$ cat config.mk
export PLATFORM = sky130hd
export DESIGN_NAME = shift_reg_ctrl_flat
export DESIGN_NICKNAME = d
export VERILOG_FILES = /design/src/rtl/shift_reg_ctrl_if.sv /design/src/rtl/shift_reg_ctrl.sv /design/src/flat_wrapper.sv
export SDC_FILE = /design/constraint.sdc
export NUM_CORES = 1
export LEC_CHECK = 0
export CORE_UTILIZATION = 49
export DETAILED_ROUTE_END_ITERATION = 7
export GPL_TIMING_DRIVEN = 0
export PLACE_DENSITY = 0.86
export SETUP_SLACK_MARGIN = 0.15
export SYNTH_ARGS = -nofsm -noshare
export SYNTH_HDL_FRONTEND = slang
export SYNTH_SLANG_ARGS = --single-unit
$ cat constraint.sdc
create_clock -name clk -period 4 [get_ports clk]
set_input_delay 0.4 -clock clk [delete_from_list [all_inputs] [get_ports clk]]
set_output_delay 0.4 -clock clk [all_outputs]
set_load 0.03 [all_outputs]
$ cat src/rtl/shift_reg_ctrl_if.sv
// Command and data bundle for the universal shift register sequencer.
// The master side issues commands and serial bits; the slave side is the
// sequencer, which returns the register contents, cell select code and status.
interface shift_reg_ctrl_if #(
    parameter int WIDTH = 4,
    parameter int CNT_W = 3
);
    logic             cmd_valid;
    logic             cmd_ready;
    logic [1:0]       cmd_op;
    logic [CNT_W-1:0] cmd_count;
    logic [WIDTH-1:0] load_data;
    logic             ser_in_lsb;
    logic             ser_in_msb;
    logic [WIDTH-1:0] q;
    logic [1:0]       select;
    logic             ser_out;
    logic             busy;
    logic             done;

    modport master (
        output cmd_valid,
        output cmd_op,
        output cmd_count,
        output load_data,
        output ser_in_lsb,
        output ser_in_msb,
        input  cmd_ready,
        input  q,
        input  select,
        input  ser_out,
        input  busy,
        input  done
    );

    modport slave (
        input  cmd_valid,
        input  cmd_op,
        input  cmd_count,
        input  load_data,
        input  ser_in_lsb,
        input  ser_in_msb,
        output cmd_ready,
        output q,
        output select,
        output ser_out,
        output busy,
        output done
    );
endinterface

$ cat src/rtl/shift_reg_ctrl.sv
// Sequencing stage for the universal shift register.
// Owns the WIDTH-bit register bank, drives the shared 2-bit select code to the
// per-bit D_i mux cells, and runs one LOAD/SHIFT/NOP command at a time to
// completion, pulsing done at the end. Every bit of the bank is rewritten on
// every edge from the D_i selection, so "hold" is simply select code 00.
module shift_reg_ctrl #(
    parameter int WIDTH = 4,
    parameter int CNT_W = 3
) (
    input  logic           clk,
    input  logic           rst_n,
    shift_reg_ctrl_if.slave bus
);

    localparam logic [1:0] OP_NOP  = 2'b00;
    localparam logic [1:0] OP_LOAD = 2'b01;
    localparam logic [1:0] OP_SHL  = 2'b10;
    localparam logic [1:0] OP_SHR  = 2'b11;

    // Select codes understood by the D_i cells.
    localparam logic [1:0] SEL_HOLD       = 2'b00;
    localparam logic [1:0] SEL_LOAD       = 2'b01;
    localparam logic [1:0] SEL_FROM_LOWER = 2'b10;
    localparam logic [1:0] SEL_FROM_UPPER = 2'b11;

    localparam logic [CNT_W-1:0] CNT_ONE  = CNT_W'(1);
    localparam logic [CNT_W-1:0] CNT_ZERO = '0;

    typedef enum logic [1:0] {
        IDLE  = 2'b00,
        LOAD  = 2'b01,
        SHIFT = 2'b10,
        DONE  = 2'b11
    } state_t;

    state_t           state;
    state_t           state_nxt;
    logic [1:0]       op_lat;
    logic [WIDTH-1:0] data_lat;
    logic [CNT_W-1:0] remaining;
    logic [WIDTH-1:0] q_r;
    logic [WIDTH-1:0] q_nxt;
    logic [1:0]       sel;
    logic             ser_out_c;
    logic             accept;

    // A command is taken only while idle; anything presented while busy is ignored.
    assign accept = (state == IDLE) && bus.cmd_valid;

    // State register; reset returns to IDLE immediately, even mid-command.
    always_ff @(posedge clk or negedge rst_n) begin
        if (!rst_n) begin
            state <= IDLE;
        end else begin
            state <= state_nxt;
        end
    end

    // Next-state decode: NOP and zero-length shifts go straight to DONE.
    always_comb begin
        state_nxt = state;
        case (state)
            IDLE: begin
                if (accept) begin
                    case (bus.cmd_op)
                        OP_NOP:  state_nxt = DONE;
                        OP_LOAD: state_nxt = LOAD;
                        default: state_nxt = (bus.cmd_count == CNT_ZERO) ? DONE : SHIFT;
                    endcase
                end
            end
            LOAD:  state_nxt = DONE;
            // The edge that consumes the last remaining shift also leaves SHIFT.
            SHIFT: state_nxt = (remaining <= CNT_ONE) ? DONE : SHIFT;
            DONE:  state_nxt = IDLE;
            default: state_nxt = IDLE;
        endcase
    end

    // Capture op and parallel word at acceptance; later input changes are ignored.
    always_ff @(posedge clk or negedge rst_n) begin
        if (!rst_n) begin
            op_lat   <= OP_NOP;
            data_lat <= '0;
        end else if (accept) begin
            op_lat   <= bus.cmd_op;
            data_lat <= bus.load_data;
        end
    end

    // Remaining shift count: loaded at acceptance, counts down once per shift edge.
    always_ff @(posedge clk or negedge rst_n) begin
        if (!rst_n) begin
            remaining <= '0;
        end else if (accept) begin
            remaining <= bus.cmd_op[1] ? bus.cmd_count : CNT_ZERO;
        end else if (state == SHIFT) begin
            remaining <= remaining - CNT_ONE;
        end
    end

    // Select code to the cells: load for the single LOAD cycle, shift direction in SHIFT.
    always_comb begin
        sel = SEL_HOLD;
        case (state)
            LOAD:    sel = SEL_LOAD;
            SHIFT:   sel = (op_lat == OP_SHL) ? SEL_FROM_LOWER : SEL_FROM_UPPER;
            default: sel = SEL_HOLD;
        endcase
    end

    // D_i mux for the whole bank; serial inputs fill the vacated end bit.
    always_comb begin
        q_nxt = q_r;
        case (sel)
            SEL_HOLD:       q_nxt = q_r;
            SEL_LOAD:       q_nxt = data_lat;
            SEL_FROM_LOWER: q_nxt = {q_r[WIDTH-2:0], bus.ser_in_lsb};
            SEL_FROM_UPPER: q_nxt = {bus.ser_in_msb, q_r[WIDTH-1:1]};
            default:        q_nxt = q_r;
        endcase
    end

    // Register bank, rewritten from the D_i selection on every edge.
    always_ff @(posedge clk or negedge rst_n) begin
        if (!rst_n) begin
            q_r <= '0;
        end else begin
            q_r <= q_nxt;
        end
    end

    // Serial output is the bit about to fall off the end during a shift cycle.
    always_comb begin
        ser_out_c = 1'b0;
        if (state == SHIFT) begin
            ser_out_c = (op_lat == OP_SHL) ? q_r[WIDTH-1] : q_r[0];
        end
    end

    assign bus.q         = q_r;
    assign bus.select    = sel;
    assign bus.ser_out   = ser_out_c;
    assign bus.cmd_ready = (state == IDLE);
    assign bus.busy      = (state != IDLE);
    assign bus.done      = (state == DONE);

endmodule

$ cat src/flat_wrapper.sv
// flat-port wrapper written by rule: the top's interface ports become plain ports
module shift_reg_ctrl_flat 
#(
    parameter int WIDTH = 4,
    parameter int CNT_W = 3
)
  (clk, rst_n, bus_cmd_valid, bus_cmd_op, bus_cmd_count, bus_load_data, bus_ser_in_lsb, bus_ser_in_msb, bus_cmd_ready, bus_q, bus_select, bus_ser_out, bus_busy, bus_done);
  shift_reg_ctrl_if #(.WIDTH(WIDTH), .CNT_W(CNT_W)) bus_i ();
  input  logic clk;
  input  logic rst_n;
  input wire logic [$bits(bus_i.cmd_valid)-1:0] bus_cmd_valid;
  input wire logic [$bits(bus_i.cmd_op)-1:0] bus_cmd_op;
  input wire logic [$bits(bus_i.cmd_count)-1:0] bus_cmd_count;
  input wire logic [$bits(bus_i.load_data)-1:0] bus_load_data;
  input wire logic [$bits(bus_i.ser_in_lsb)-1:0] bus_ser_in_lsb;
  input wire logic [$bits(bus_i.ser_in_msb)-1:0] bus_ser_in_msb;
  output wire logic [$bits(bus_i.cmd_ready)-1:0] bus_cmd_ready;
  output wire logic [$bits(bus_i.q)-1:0] bus_q;
  output wire logic [$bits(bus_i.select)-1:0] bus_select;
  output wire logic [$bits(bus_i.ser_out)-1:0] bus_ser_out;
  output wire logic [$bits(bus_i.busy)-1:0] bus_busy;
  output wire logic [$bits(bus_i.done)-1:0] bus_done;
  assign bus_i.cmd_valid = bus_cmd_valid;
  assign bus_i.cmd_op = bus_cmd_op;
  assign bus_i.cmd_count = bus_cmd_count;
  assign bus_i.load_data = bus_load_data;
  assign bus_i.ser_in_lsb = bus_ser_in_lsb;
  assign bus_i.ser_in_msb = bus_ser_in_msb;
  assign bus_cmd_ready = bus_i.cmd_ready;
  assign bus_q = bus_i.q;
  assign bus_select = bus_i.select;
  assign bus_ser_out = bus_i.ser_out;
  assign bus_busy = bus_i.busy;
  assign bus_done = bus_i.done;
  shift_reg_ctrl #(.WIDTH(WIDTH), .CNT_W(CNT_W)) u_core (.clk(clk), .rst_n(rst_n), .bus(bus_i));
endmodule
==> out/summary.md <==
The part of the Yosys area used for sequential elements is 0.446. The category of the worst setup path capture point is a primary output. Number of buffer cells added on primary ports: 23.

A synthesized cell averages 12.9 µm². The netlist uses 22 different library cells. Grouping stages by cell kind, the critical path spends the most delay in buffers and inverters. The detailed router placed 594 vias in this run.

The clock period could shrink to 2.55 ns. The tools report the DRC violation count after routing as 2. The final reports fail on DRC. The critical path goes through inv_1 > ha_1 > buf_6 > nand2_4 > o21ai_4 > clkdlybuf4s50_1. In this run the worst path has a maximum fanout of 10. The core region is 0.00156 mm². The final core utilization is 0.717. Dividing the detail-routed via count by the number of cells gives 5.50. The floorplan has 14 rows. The logs give 0 for the count of pins over their slew limit and 0 for the count of antenna diodes in the layout.

The run gives 0 as the initial antenna violation count. The final count of hold timing violations came out at 0. The number of nets still failing antenna checks after routing was 0. The number of nets in the synthesized netlist is 85. After the first detailed-routing iteration, the DRC count stood at 15. Starting utilization of the core area: 0.539. By startpoint and endpoint, the worst setup path is classified as reg -> out.

The clock net sink count is 15, and the switching part of the total power is 0.419. Register share of total power: 0.298. For this run, the number of standard cells in the final layout without fillers is 108. After detailed routing, the total wire length is 1610 µm. The run gives 6 as the detailed-routing iteration count for the pre-antenna-repair pass. The power per cell area is 897 mW/mm², and the post-synthesis cell area is 841 µm². In the final layout, the multi-input gates occupy 423 µm². For this design the static power due to leakage is 0.489 nW. For this run, the number of Yosys warnings is 0.

The register area was 375 µm². The post-CTS clock slew at the launch and capture registers of the worst setup and hold paths came out at 0.08 ns. Once the clock tree was built, the setup fixing pass inserted 0 buffers. The highest achievable clock rate was 0.392 GHz. Clock skew on the completed layout was measured at 0.00195 ns.

The die covers 0.00189 mm². The clock insertion delay at the later pin of the skew report came out at 0.28 ns. Die width: 43.4 µm. The worst path meets setup with 1.45 ns of slack. The run gives 0.084 as the clock share of power. For this design the top-level I/O count stands at 24.

On the worst path, the slowest cell contributes a delay of 0.71 ns. Maximum count of clock buffers along a single path: 2. The flow ran to the end, but the final reports show violations. STA puts the critical path data arrival time at 2.15 ns. The routed length per placed instance came out at 14.9 µm. The post-DP HPWL came out at 1290 µm. The run gives 1.75 ns as the post-place setup slack. Once placement completed, the tool counted placed cells totaling 104.

Entering global routing, the biggest net connects 16 pins. The register bit total from synthesis works out to 15. For this design, the CTS-stage hold fixing added 0 buffers.

Critical path's slowest cell: sky130_fd_sc_hd__clkdlybuf4s50_1. The worst IR drop on VDD was 0.575 mV. The final cycle utilization of the critical path came out at 0.638. For the number of buffers created by CTS, the log shows 3. Counting every instance in the synthesized netlist gives 65. The critical path contains buffers and inverters numbering 3 combined. The run gives 0.208 as the global-route total usage across every layer. Relative to the synthesized area, the layout overhead comes to 33.0%. The number of H-tree levels is 1, and the placer congestion estimate is 0.761.

The ratio of cells with drive above 1 in the final layout came out at 0.196. For the number of global-route vias before repair, the log shows 593. For the switching power summed over all nets, the log shows 0.000421 W. The worst register-to-register path has a setup slack of 2.19 ns. Across the run, the number of max-cap violations was 0. The relative contribution of combinational cells to total power was 0.618; the overall power was 0.00100 W. The first global-routing pass estimated 2710 µm of wire.

The filler cell count in the final layout was 98; the die outline height was 43.4 µm. TritonCTS built the clock tree. The slew at the pin with the worst max-slew slack came out at 0.644 ns.

Setup repair after global routing left no endpoint under its margin. Summed over all layers, the global routing overflow is 0. CTS placed an instance of sky130_fd_sc_hd__clkbuf_4 at the clock tree root. Internal power comes to 0.000582 W.

The min-delay analysis places its worst path in the category in -> async. In the final design database the tool counted 113 nets. Setup total negative slack on the finished layout was measured at 0 ns.

The headroom to the max-slew limit was 0.569. The worst setup path is launched from a register. The setup-violating endpoint count in the final report came out at 0.

The total of cells resized after clock tree synthesis is 0, and the endpoint required time on the critical path is 3.60 ns.
[registers in the layout (all words and copies together), names as in the netlist]
signal            cells
u_core.bus.q          4
u_core.data_lat       4
u_core.remaining      3
u_core.op_lat         2
u_core.state          2
[per-stage QoR]
step                      cell area (µm²)  hold slack (ns)
after floorplan                       841            0.104
after global placement               1090            0.488
after detailed placement             1090            0.496
after CTS                            1120            0.517
after global routing                 1120            0.545
final                                1120            0.507
[power groups by stage]
stage          Sequential, W  Combinational [W]  Clock (W)
4_1_cts             0.000297           0.000628  0.0000879
3_5_place_dp        0.000300           0.000623          0
6_report            0.000299           0.000620  0.0000846
3_3_place_gp        0.000295           0.000602          0
5_1_grt             0.000309           0.000673  0.0000967
2_1_floorplan       0.000323           0.000411          0
[cells by family (layout without fill, tap and decap cells)]
| family | Yosys count | count (layout) | share of synthesized area |
|---|---|---|---|
| and+or+nand+nor | 7 | 7 | 0.0595 |
| DFF | 15 | 15 | 0.446 |
| buffers and inverters | 9 | 36 | 0.0506 |
| adders and majority gates | 6 | 6 | 0.0893 |
| AOI/OAI and AO/OA | 14 | 14 | 0.112 |
| xor gates and xnor gates | 2 | 2 | 0.0208 |
| muxes | 12 | 12 | 0.222 |
[final cells by class]
| type | count | area share |
|---|---|---|
| Buffer | 2 | 0.0145 |
| Clock buffer | 3 | 0.0201 |
| Clock inverter | 1 | 0.00447 |
| Inverter | 7 | 0.0235 |
| Multi-Input combinational cell | 41 | 0.378 |
| Sequential cell | 15 | 0.336 |
| Tap cell | 16 | 0.0179 |
| Timing Repair Buffer | 23 | 0.206 |
[final timing paths]
| kind | start | endpoint | depth (start not counted) |
|---|---|---|---|
| worst max-delay path | u_core.state[0] | bus_select[0] | 6 |
| worst min-delay path | rst_n | u_core.bus.q[1] | 1 |
| worst max register to register | u_core.state[0] | u_core.bus.q[0] | 6 |
| worst min register to register | u_core.data_lat[0] | u_core.data_lat[0] | 1 |
| max in group asynchronous | rst_n | u_core.remaining[2] | 1 |
| min in group clk | u_core.data_lat[0] | u_core.data_lat[0] | 1 |
[routing by layer]
layer	global-route usage	up-vias	part of all wire
li1	-	290	-
met1	0.271	289	0.45
met2	0.321	11	0.49
met3	0.0750	4	0.043
met4	0.0750	0	0.014
met5	0	-	0
[cell usage in the layout (no fill, tap or decap), drive strengths merged]
master          n
a21oi           7
a311oi          1
buf             2
clkbuf          3
clkdlybuf4s50  23
clkinv          1
dfrtp          15
ha              6
inv             7
mux2            7
mux2i           1
mux4            4
nand2           4
nand3b          1
nor2b           2
o211ai          1
o21ai           3
o21bai          1
o311ai          1
xnor2           2
[Yosys cell counts, drive strengths merged]
cell	number	share of area
a21oi	7	0.042
a311oi	1	0.010
buf	2	0.019
dfrtp	15	0.45
ha	6	0.089
inv	7	0.031
mux2	7	0.094
mux2i	1	0.012
mux4	4	0.12
nand2	4	0.027
nand3b	1	0.0089
nor2b	2	0.024
o211ai	1	0.0089
o21ai	3	0.031
o21bai	1	0.0089
o311ai	1	0.010
xnor2	2	0.021
No activity file was read; power rests on OpenSTA's default activity.
